===== config.mk =====
export PLATFORM = sky130hd
export DESIGN_NAME = mem_stream_loader
export DESIGN_NICKNAME = d
export VERILOG_FILES = /design/src/rtl/mem_stream_loader.sv
export SDC_FILE = /design/constraint.sdc
export NUM_CORES = 1
export LEC_CHECK = 0
export CORE_MARGIN = 10
export CORE_UTILIZATION = 30
export DETAILED_ROUTE_END_ITERATION = 12
export PLACE_DENSITY_LB_ADDON = 0.12
export SETUP_SLACK_MARGIN = 0.4
export SLEW_MARGIN = 25
export SYNTH_ARGS = -nofsm -noshare
export SYNTH_HDL_FRONTEND = slang
export SYNTH_SLANG_ARGS = --single-unit

===== constraint.sdc =====
create_clock -name clk -period 2.9 [get_ports clk]
set_input_delay 0.29 -clock clk [delete_from_list [all_inputs] [get_ports clk]]
set_output_delay 0.29 -clock clk [all_outputs]
set_load 0.01 [all_outputs]

===== src/rtl/mem_stream_loader.sv =====
`default_nettype none
// ============================================================================
//  Module   : mem_stream_loader
//  Purpose  : Byte-stream memory programmer for the noobs CPU system. Decodes
//             load commands from a valid/ready byte stream, writes payload
//             bytes into imem or dmem, and releases the CPU from reset after
//             a fixed cool-off once the GO command arrives.
//  Ports    : clk, reset_ (sync, active-low)
//             s_data/s_valid/s_ready        - input byte stream
//             i_addr/i_wr_data/i_wr         - imem write port
//             d_addr/d_wr_data/d_wr         - dmem write port
//             cpu_reset_                    - active-low CPU reset
//             busy                          - load frame in progress
//             err                           - sticky protocol error
//  Options  : MEM_LOADER_CHECKSUM_EN adds a trailing checksum byte to every
//             load frame with LEN > 0 (sum of payload + checksum == 0 mod 256)
//  Revision : 1.0 - initial release
// ============================================================================
module mem_stream_loader #(
    parameter int ADDR_W   = 12,
    parameter int COOL_OFF = 32
) (
    input  logic              clk,
    input  logic              reset_,
    input  logic [7:0]        s_data,
    input  logic              s_valid,
    output logic              s_ready,
    output logic [ADDR_W-1:0] i_addr,
    output logic [7:0]        i_wr_data,
    output logic              i_wr,
    output logic [ADDR_W-1:0] d_addr,
    output logic [7:0]        d_wr_data,
    output logic              d_wr,
    output logic              cpu_reset_,
    output logic              busy,
    output logic              err
);

    localparam int CNT_W = (COOL_OFF < 2) ? 1 : $clog2(COOL_OFF + 1);

    localparam logic [7:0] C_CMD_I = 8'h49;
    localparam logic [7:0] C_CMD_D = 8'h44;
    localparam logic [7:0] C_CMD_G = 8'h47;
    localparam logic [7:0] C_CMD_R = 8'h52;

    localparam logic [3:0] S_IDLE    = 4'd0;
    localparam logic [3:0] S_ADDR_HI = 4'd1;
    localparam logic [3:0] S_ADDR_LO = 4'd2;
    localparam logic [3:0] S_LEN_HI  = 4'd3;
    localparam logic [3:0] S_LEN_LO  = 4'd4;
    localparam logic [3:0] S_DATA    = 4'd5;
`ifdef MEM_LOADER_CHECKSUM_EN
    localparam logic [3:0] S_CSUM    = 4'd6;
`endif
    localparam logic [3:0] S_COOL    = 4'd7;
    localparam logic [3:0] S_RUN     = 4'd8;

    logic [3:0]        r_state;
    logic              r_alive;      // low only in the cycle(s) directly after reset
    logic              r_sel_d;      // 1 = frame targets dmem
    logic [3:0]        r_addr_hi;
    logic [3:0]        r_len_hi;
    logic [ADDR_W-1:0] r_ptr;
    logic [11:0]       r_rem;
    logic [CNT_W-1:0]  r_cnt;
    logic [ADDR_W-1:0] r_i_addr;
    logic [7:0]        r_i_data;
    logic              r_i_wr;
    logic [ADDR_W-1:0] r_d_addr;
    logic [7:0]        r_d_data;
    logic              r_d_wr;
    logic              r_cpu_rst_n;
    logic              r_err;
`ifdef MEM_LOADER_CHECKSUM_EN
    logic [7:0]        r_sum;
    logic [7:0]        w_csum;
`endif

    logic              w_xfer;
    logic [11:0]       w_len;
    logic [ADDR_W-1:0] w_addr;

    assign s_ready = r_alive && (r_state != S_COOL);
    assign w_xfer  = s_valid && s_ready;
    assign w_len   = {r_len_hi, s_data};
    // Frame address is always 12 bits on the wire; fit it to the port width.
    assign w_addr  = ADDR_W'({r_addr_hi, s_data});
`ifdef MEM_LOADER_CHECKSUM_EN
    assign w_csum  = r_sum + s_data;
`endif

    always_ff @(posedge clk) begin
        if (!reset_) begin
            r_state     <= S_IDLE;
            r_alive     <= 1'b0;
            r_sel_d     <= 1'b0;
            r_addr_hi   <= '0;
            r_len_hi    <= '0;
            r_ptr       <= '0;
            r_rem       <= '0;
            r_cnt       <= '0;
            r_i_addr    <= '0;
            r_i_data    <= '0;
            r_i_wr      <= 1'b0;
            r_d_addr    <= '0;
            r_d_data    <= '0;
            r_d_wr      <= 1'b0;
            r_cpu_rst_n <= 1'b0;
            r_err       <= 1'b0;
`ifdef MEM_LOADER_CHECKSUM_EN
            r_sum       <= '0;
`endif
        end else begin
            r_alive <= 1'b1;
            // Strobes are single-cycle pulses; only DATA re-arms them.
            r_i_wr  <= 1'b0;
            r_d_wr  <= 1'b0;

            case (r_state)
                S_IDLE: begin
                    if (w_xfer) begin
                        case (s_data)
                            C_CMD_I: begin
                                r_sel_d <= 1'b0;
                                r_state <= S_ADDR_HI;
                            end
                            C_CMD_D: begin
                                r_sel_d <= 1'b1;
                                r_state <= S_ADDR_HI;
                            end
                            C_CMD_G: begin
                                r_cnt   <= CNT_W'(COOL_OFF);
                                r_state <= S_COOL;
                            end
                            C_CMD_R: ;  // CPU already held in reset
                            default: r_err <= 1'b1;
                        endcase
                    end
                end

                S_ADDR_HI: begin
                    if (w_xfer) begin
                        r_addr_hi <= s_data[3:0];
                        r_state   <= S_ADDR_LO;
                    end
                end

                S_ADDR_LO: begin
                    if (w_xfer) begin
                        r_ptr   <= w_addr;
                        r_state <= S_LEN_HI;
                    end
                end

                S_LEN_HI: begin
                    if (w_xfer) begin
                        r_len_hi <= s_data[3:0];
                        r_state  <= S_LEN_LO;
                    end
                end

                S_LEN_LO: begin
                    if (w_xfer) begin
                        r_rem <= w_len;
`ifdef MEM_LOADER_CHECKSUM_EN
                        r_sum <= '0;
`endif
                        // Empty frames carry no payload and no checksum.
                        r_state <= (w_len == 12'd0) ? S_IDLE : S_DATA;
                    end
                end

                S_DATA: begin
                    if (w_xfer) begin
                        if (r_sel_d) begin
                            r_d_addr <= r_ptr;
                            r_d_data <= s_data;
                            r_d_wr   <= 1'b1;
                        end else begin
                            r_i_addr <= r_ptr;
                            r_i_data <= s_data;
                            r_i_wr   <= 1'b1;
                        end
                        r_ptr <= r_ptr + ADDR_W'(1);
                        r_rem <= r_rem - 12'd1;
`ifdef MEM_LOADER_CHECKSUM_EN
                        r_sum <= w_csum;
                        if (r_rem == 12'd1) begin
                            r_state <= S_CSUM;
                        end
`else
                        if (r_rem == 12'd1) begin
                            r_state <= S_IDLE;
                        end
`endif
                    end
                end

`ifdef MEM_LOADER_CHECKSUM_EN
                S_CSUM: begin
                    if (w_xfer) begin
                        // Writes already issued stay in memory; only flag it.
                        if (w_csum != 8'h00) begin
                            r_err <= 1'b1;
                        end
                        r_state <= S_IDLE;
                    end
                end
`endif

                S_COOL: begin
                    if (r_cnt == '0) begin
                        r_cpu_rst_n <= 1'b1;
                        r_state     <= S_RUN;
                    end else begin
                        r_cnt <= r_cnt - CNT_W'(1);
                    end
                end

                S_RUN: begin
                    if (w_xfer) begin
                        if (s_data == C_CMD_R) begin
                            r_cpu_rst_n <= 1'b0;
                            r_state     <= S_IDLE;
                        end else begin
                            r_err <= 1'b1;
                        end
                    end
                end

                default: r_state <= S_IDLE;
            endcase
        end
    end

    assign i_addr     = r_i_addr;
    assign i_wr_data  = r_i_data;
    assign i_wr       = r_i_wr;
    assign d_addr     = r_d_addr;
    assign d_wr_data  = r_d_data;
    assign d_wr       = r_d_wr;
    assign cpu_reset_ = r_cpu_rst_n;
    assign err        = r_err;
`ifdef MEM_LOADER_CHECKSUM_EN
    assign busy = (r_state == S_ADDR_HI) || (r_state == S_ADDR_LO) ||
                  (r_state == S_LEN_HI)  || (r_state == S_LEN_LO)  ||
                  (r_state == S_DATA)    || (r_state == S_CSUM);
`else
    assign busy = (r_state == S_ADDR_HI) || (r_state == S_ADDR_LO) ||
                  (r_state == S_LEN_HI)  || (r_state == S_LEN_LO)  ||
                  (r_state == S_DATA);
`endif

endmodule
`default_nettype wire


* Word level (Yosys, flattened, before mapping)
Cells that the tools add are included.
** Cells by class
- Reductions and logical operators :: 29
- Eq/ne operators :: 28
- Mux-type cells :: 36
- Bitwise gates (word level) :: 1
- Add/sub/neg operators :: 3
** Operators by type and width (number)
- $mux 12 :: 4
- $pmux 12 s2 :: 2
- $mux 4 :: 10
- $eq 8x7->1 const B :: 4
- $pmux 4 s8 :: 1
- $ne 2x2->1 const B :: 13
- $mux 6 :: 3
- $reduce_and 3->1 :: 6
- $add 12x1->12 const B :: 1
- $eq 12x1->1 const B :: 1
- $eq 4x3->1 const B :: 3
- $logic_not 12->1 :: 1
- $pmux 6 s2 :: 1
- $reduce_bool 2->1 :: 6
- $sub 12x1->12 const B :: 1
- $reduce_and 11->1 :: 1
- $mux 1 :: 10
- $eq 4x2->1 const B :: 2
- $pmux 4 s2 :: 1
- $reduce_and 4->1 :: 2
- $logic_not 6->1 :: 1
- $pmux 1 s2 :: 3
- $sub 6x1->6 const B :: 1
- $reduce_and 5->1 :: 1
- 13 further kinds :: 18
** Storage, ports and cells
- Output and inout port bits :: 46
- Input bits :: 11
- Register bits after elaboration :: 88

* Depth between registers and ports, before layout
Gate-level depths: netlist of the first run.
- Word-level depth :: 5
- Mapped depth :: 8
- Mapped depth without buffers :: 7

* Worst setup path before layout of the first run
No wires, ideal clock.
- Kind :: register to register
- Start point :: register r_rem[0]
- End point :: register r_state[3]
- Data required time :: 2.782 ns
- Path slack :: 0.629 ns
- Stages on the path, launching flop included :: 7
- Arrival time :: 2.154 ns
- Cells stage by stage :: dfxtp_1 -> ha_1 -> or4b_1 -> or4_4 -> a221oi_4 -> nand3_2 -> o2111a_1
** On the way
- Cells in the longest elaborated chain, start to end :: 3
** Ends and longest elaborated chain
- start, declared :: RTL line 64 : logic [11:0] r_rem;
- start signal, assigned :: RTL line 164 : r_rem <= w_len;
- start signal, assigned :: RTL line 185 : r_rem <= r_rem - 12'd1;
- $eq 12x1->1 :: RTL line 192 : if (r_rem == 12'd1) begin
- $ne 2x2->1 (no line)
- $reduce_and 11->1 (no line)
- end signal, assigned :: RTL line 169 : r_state <= (w_len == 12'd0) ? S_IDLE : S_DATA;
- end, declared :: RTL line 58 : logic [3:0] r_state;
No other way between the ends.
A chain may end at the register's enable or synchronous reset.

* Worst setup path after layout of the first run
- Start point :: register r_rem[1]
- End point :: register r_state[0]
The elaborated chain is that of the path after synthesis.

==> run_results.csv, run 1 <==
group,metric,value,unit
synthesis,synth_edf_count,0,
timing,finalClockSkew,0.00658,ns
pwr,total_leakage_power,2.01,nW
global_routing,grt_max_degree,40,
cells_and_area,n_antenna_cell,0,
floorplan,die_h,137,µm
run,max_cap_violations,0,
synthesis,yosysUniqueCellTypes,65,
timing,fin_crit,2.38,ns
synthesis,netlist_area,4140,µm²
drt,drc_errors,0,
critical_path,end_kind,"flop",
clock_tree,cts_tree,"built",
clock_tree,clk_transition_reported_paths,0.06,ns
timing,final_max_slew_viol_count,0,
synthesis,yosys.area.top_type,"dfxtp_1",
floorplan,ios,57,
global_routing,grt_usage,0.141,
timing,finalSetupTns,0,ns
clock_tree,cts.path.max_buffers,2,
clock_tree,ctsRootBufferMaster,"clkbuf_16",
timing,rsz0062_at_grt,"no",
clock_tree,clk_latency,0.35,ns
floorplan,die_w,137,µm
critical_path,worstPathMaxFanout,5,
clock_tree,cts_inserted_buffers,9,
placement,postPlaceCellArea,4950,µm²
cells_and_area,drive_above_1_share,0.0893,
clock_tree,cts_hold_buf,0,
floorplan,initial_core_util,0.309,
synthesis,async_reset_ff_frac,0,
synthesis,yosysSeqAreaShare,0.426,
synthesis,ys.flop_type,"dfxtp_1",
min_path,hp-class,"reg2reg",
critical_path,startpoint_type,"flop",
pwr,power_density,476,nW/µm²
synthesis,synth_most_common_cell,"dfxtp_1",
critical_path,worstPathRequired,3.14,ns
drt,wire_per_inst,17.3,µm
floorplan,die_area,18900,µm²
placement,portBuffers,56,
timing,setup_slack,0.516,ns
timing,tightestPinTransition,0.728,ns
clock_tree,cts.sinks,88,
timing,max_freq,420,MHz
cells_and_area,stdcell_area,5240,µm²
timing,setup_viol,0,
global_routing,grt_pass1_wl,20900,µm
global_routing,antenna_found_initial,0,
synthesis,synth.area.top_cells,"dfxtp_1 43%, mux2i_1 7.5%, nand2_1 6.7%, nor2_1 5.1%, a21oi_1 5.0%",
placement,gp_congestion,0.835,
synthesis,syn_avg_cell_area,8.19,µm²
synthesis,yosys_warnings,0,
timing,maxSlewHeadroom,0.514,
floorplan,core_area,13400,µm²
synthesis,synth_top_area_share,0.426,
critical_path,critPathArrivalTime,2.62,ns
synthesis,synth-seq-cells,88,
synthesis,syn_inst,505,
clock_tree,htreeDepth,3,
global_routing,grt_pass1_vias,3771,
drt,drt-initial-drc-count,270,
placement,pre_cts_slack,0.418,ns
drt,postRouteAntennaNets,0,
run_status,status,"finished, final reports clean",
drt,routed_wl,12700,µm
synthesis,syn-num-nets,521,
synthesis,synth_common_cells,"88 x dfxtp_1, 74 x nand2_1, 56 x nor2_1",
cells_and_area,utilization,0.391,
floorplan,row_count,42,
pwr,ir_drop,0.252,mV
drt,num_vias,3782,
cells_and_area,fillers,1402,
drt,dr.pass1.iters,4,
critical_path,critPathKind,"reg2reg",
clock_tree,postCtsSetupBuffers,0,
cells_and_area,area_growth_syn_to_layout,26.6,%
placement,hpwl,8990,µm
drt,via_per_inst,5.14,
cells_and_area,fin_nets,571,
timing,finalCritPeriodShare,0.822,
global_routing,grt_overflow,0,
timing,hold_viol_final,0,
[worst max-delay path, stage by stage, from the launching register on]
cell	delay, ns
dfxtp_1	0.34
inv_1	0.09
ha_1	0.13
or4b_1	0.45
or4_4	0.55
a221oi_4	0.33
nand2_1	0.15
o211a_1	0.24
[per-stage QoR]
step                      instances  total power [mW]  hold WS, ns
after floorplan                 505              1.32        0.318
after global placement          720              1.38        0.448
after detailed placement        720              1.38        0.451
after CTS                       736              2.54        0.460
after global routing            736              2.60        0.471
final                           736              2.50        0.455
[what timing repair did]
item / in CTS / in global routing
setup endpoints to repair: 2 / 2
pin swaps: 0 / 1
resized for setup: 3 / 1
[state kept, by name, indices dropped and copies added (netlist names)]
| name | count |
|---|---|
| d_addr | 12 |
| i_addr | 12 |
| r_ptr | 12 |
| r_rem | 12 |
| d_wr_data | 8 |
| i_wr_data | 8 |
| r_cnt | 6 |
| r_addr_hi | 4 |
| r_len_hi | 4 |
| r_state | 4 |
| cpu_reset_ | 1 |
| d_wr | 1 |
| err | 1 |
| i_wr | 1 |
| r_alive | 1 |
| r_sel_d | 1 |
[layer usage]
layer / global-route usage / routed length, µm
met1: 0.192 / 6290
met2: 0.207 / 5560
met3: 0.0422 / 756
met4: 0.0474 / 136
met5: 0 / 0
[layout make-up]
type                    instances  area [µm²]  share of cell area
inverters                      10        37.5             0.00716
repair buffers                 78         726               0.138
multi-input cells             368        2210               0.422
well taps                     176         220              0.0420
clock inverters                 4        45.0             0.00860
flip-flops and latches         88        1770               0.337
clock buffers                  12         236              0.0451
[power by group]
| group | switching [mW] | total, mW | internal, mW | leakage, nW |
|---|---|---|---|---|
| logic | 0.0765 | 0.129 | 0.0525 | 1.16 |
| registers | 0.0103 | 1.22 | 1.21 | 0.711 |
| clock network | 0.478 | 1.14 | 0.665 | 0.140 |
| total | 0.565 | 2.50 | 1.93 | 2.01 |
[worst paths after layout]
check	depth (start not counted)	slack, ns	from	to
min	2	0.46	d_wr_data[7]	d_wr_data[7]
max reg2reg	7	0.52	r_rem[1]	r_state[0]
min reg2reg	2	0.46	d_wr_data[7]	d_wr_data[7]
max	7	0.52	r_rem[1]	r_state[0]
[placed cells by master (no fill, tap or decap), drive strengths merged, types with 12 or more instances in the layout]
cell	count
dfxtp	88
nand2	74
nor2	56
clkdlybuf4s50	56
a21oi	41
mux2i	31
o21ai	26
buf	22
nor3	13
clkbuf	12
[cells by family (layout without fill, tap and decap cells)]
| kind of cell | after synthesis | after routing | synth area share |
|---|---|---|---|
| compound gates | 118 | 118 | 0.186 |
| mux | 31 | 31 | 0.0750 |
| buf+inv | 49 | 104 | 0.0451 |
| fa+ha+maj | 5 | 5 | 0.0151 |
| xor+xnor | 3 | 3 | 0.00635 |
| flops | 88 | 88 | 0.426 |
| simple gates | 211 | 211 | 0.247 |
Note: power is estimated with default switching activity, not from simulation.
==> run 2: changes to the inputs <==
clock period = 2.02 ns   (was 2.9 ns; I/O delays follow)
==> run_results.csv, run 2 (synthesis results as in run 1) <==
group,metric,value,unit
timing,setup_slack,-0.176,ns
floorplan,die_h,137,µm
pwr,p_seq_frac,0.464,
clock_tree,cts_inserted_buffers,9,
run_status,violations,"setup timing",
cells_and_area,stdcell_count,816,
critical_path,startpoint_type,"flop",
drt,drt-initial-drc-count,239,
clock_tree,htreeDepth,3,
clock_tree,cts.sinks,88,
timing,whs,0.367,ns
floorplan,row_count,42,
clock_tree,clk_transition_reported_paths,0.07,ns
drt,wire_per_inst,17.9,µm
cells_and_area,utilization,0.499,
drt,drc_errors,0,
timing,finalClockSkew,0.00517,ns
timing,final_max_slew_viol_count,0,
drt,postRouteAntennaNets,0,
pwr,power_density,563,nW/µm²
pwr,p_sw,0.897,mW
pwr,p_clk_frac,0.463,
placement,portBuffers,56,
critical_path,critPathArrivalTime,2.49,ns
timing,fin_crit,2.20,ns
global_routing,grt_usage,0.154,
floorplan,die_area,18900,µm²
floorplan,initial_core_util,0.309,
critical_path,worstPathMaxFanout,3,
timing,rsz0062_at_grt,"yes",
critical_path,end_kind,"flop",
cells_and_area,n_antenna_cell,0,
drt,via_per_inst,5.17,
global_routing,grt_pass1_wl,22700,µm
clock_tree,ctsRootBufferMaster,"clkbuf_16",
cells_and_area,area_growth_syn_to_layout,61.7,%
timing,maxSlewHeadroom,0.626,
pwr,total_leakage_power,2.66,nW
global_routing,grt_pass1_vias,4093,
run,max_cap_violations,0,
critical_path,cp_slowest_cell,"or4_4",
placement,pre_cts_slack,-0.224,ns
cells_and_area,mostFrequentLayoutCell,"dfxtp_1",
critical_path,crit_chain,"inv_2, ha_4, or4b_1, or4_4, a221oi_4, buf_4, a31o_1, o211a_1",
clock_tree,clk_latency,0.35,ns
pwr,cell_internal_pwr,2.87,mW
critical_path,critPathKind,"reg2reg",
cells_and_area,stdcell_area,6690,µm²
min_path,hold_start,"s_data[3]",
floorplan,die_w,137,µm
drt,num_vias,4216,
drt,routed_wl,14600,µm
clock_tree,cts_tree,"built",
pwr,ir_drop,0.376,mV
global_routing,grt_max_degree,46,
timing,max_freq,455,MHz
drt,dr.pass1.iters,4,
floorplan,core_area,13400,µm²
placement,gp_congestion,0.806,
global_routing,grt_overflow,0,
cells_and_area,most-common-layout-cells,"82 x dfxtp_1, 67 x nand2_1, 66 x buf_4",
global_routing,antenna_found_initial,0,
placement,postPlaceCellArea,5350,µm²
timing,hold_viol_final,0,
pwr,switching_share,0.238,
run_status,status,"finished with violations",
timing,tightestPinTransition,0.557,ns
critical_path,worstPathRequired,2.32,ns
min_path,hp-class,"in2reg",
cells_and_area,fin_nets,651,
critical_path,path_delay_family,"simple AND/OR/NAND/NOR gates",
pwr,power.total,3.77,mW
critical_path,critPathMaxStageDelay,0.45,ns
pwr,combinationalPowerShare,0.073,
floorplan,ios,57,
critical_path,startpoint,"r_rem[1]",
timing,setup_viol,25,
critical_path,critPathBufInv,2,
clock_tree,cts.path.max_buffers,2,
placement,dp_cells,757,
cells_and_area,drive_above_1_share,0.344,
timing,finalCritPeriodShare,1.09,
critical_path,regToRegStartpoint,"r_rem[1]",
timing,finalSetupTns,-1.23,ns
placement,hpwl,9280,µm
clock_tree,cts_hold_buf,0,
run 2: cell types whose count changed in the layout (fill, tap and decap cells not counted), sizes merged:
| cell | previous run | this run |
|---|---|---|
| clkbuf | 12 | 13 |
| clkinvlp | 0 | 1 |
| dlymetal6s2s | 0 | 1 |
| clkinv | 3 | 1 |
| clkdlybuf4s50 | 56 | 53 |
| inv | 10 | 12 |
| bufbuf | 0 | 1 |
| buf | 22 | 101 |
run 2: final cells by class:
type	count	area (µm²)
fillers	1254	6710
flip-flops and latches	88	1770
well taps	176	220
multi-input cells	368	2710
inverters	10	37.5
clock inverters	5	63.8
clock buffers	11	243
repair buffers	158	1650
run 2: timing repair:
item	in CTS	in global routing
gates cloned	5	2
gates resized for setup	97	63
endpoints found under the setup margin	80	89
pin swaps	45	43
setup buffers	27	9
run 2: power groups by stage:
stage / sequential [mW] / clock, mW / combinational, mW
6_report: 1.75 / 1.75 / 0.274
2_1_floorplan: 1.79 / 0 / 0.108
3_5_place_dp: 1.79 / 0 / 0.228
3_3_place_gp: 1.79 / 0 / 0.229
5_1_grt: 1.75 / 1.85 / 0.293
4_1_cts: 1.75 / 1.78 / 0.252
run 2: worst register-to-register path: cells and delay by family (launching register included):
kind / cells / cell delay, ns
AOI/OAI and AO/OA: 3 / 0.60
adders and majority gates: 1 / 0.11
buffers and inverters: 2 / 0.25
DFF: 1 / 0.32
and+or+nand+nor: 2 / 0.87
run 2: path summary, 6_finish.rpt:
path	cells after the start	slack (ns)	to
min	4	0.37	d_wr_data[3]
max	8	-0.18	r_state[0]
min reg2reg	2	0.46	d_addr[1]
max reg2reg	8	-0.18	r_state[0]
run 2: layer usage:
metal	global-route usage	share of wire
met4	0.0632	0.018
met2	0.228	0.45
met3	0.0437	0.054
met5	0	0
met1	0.204	0.48
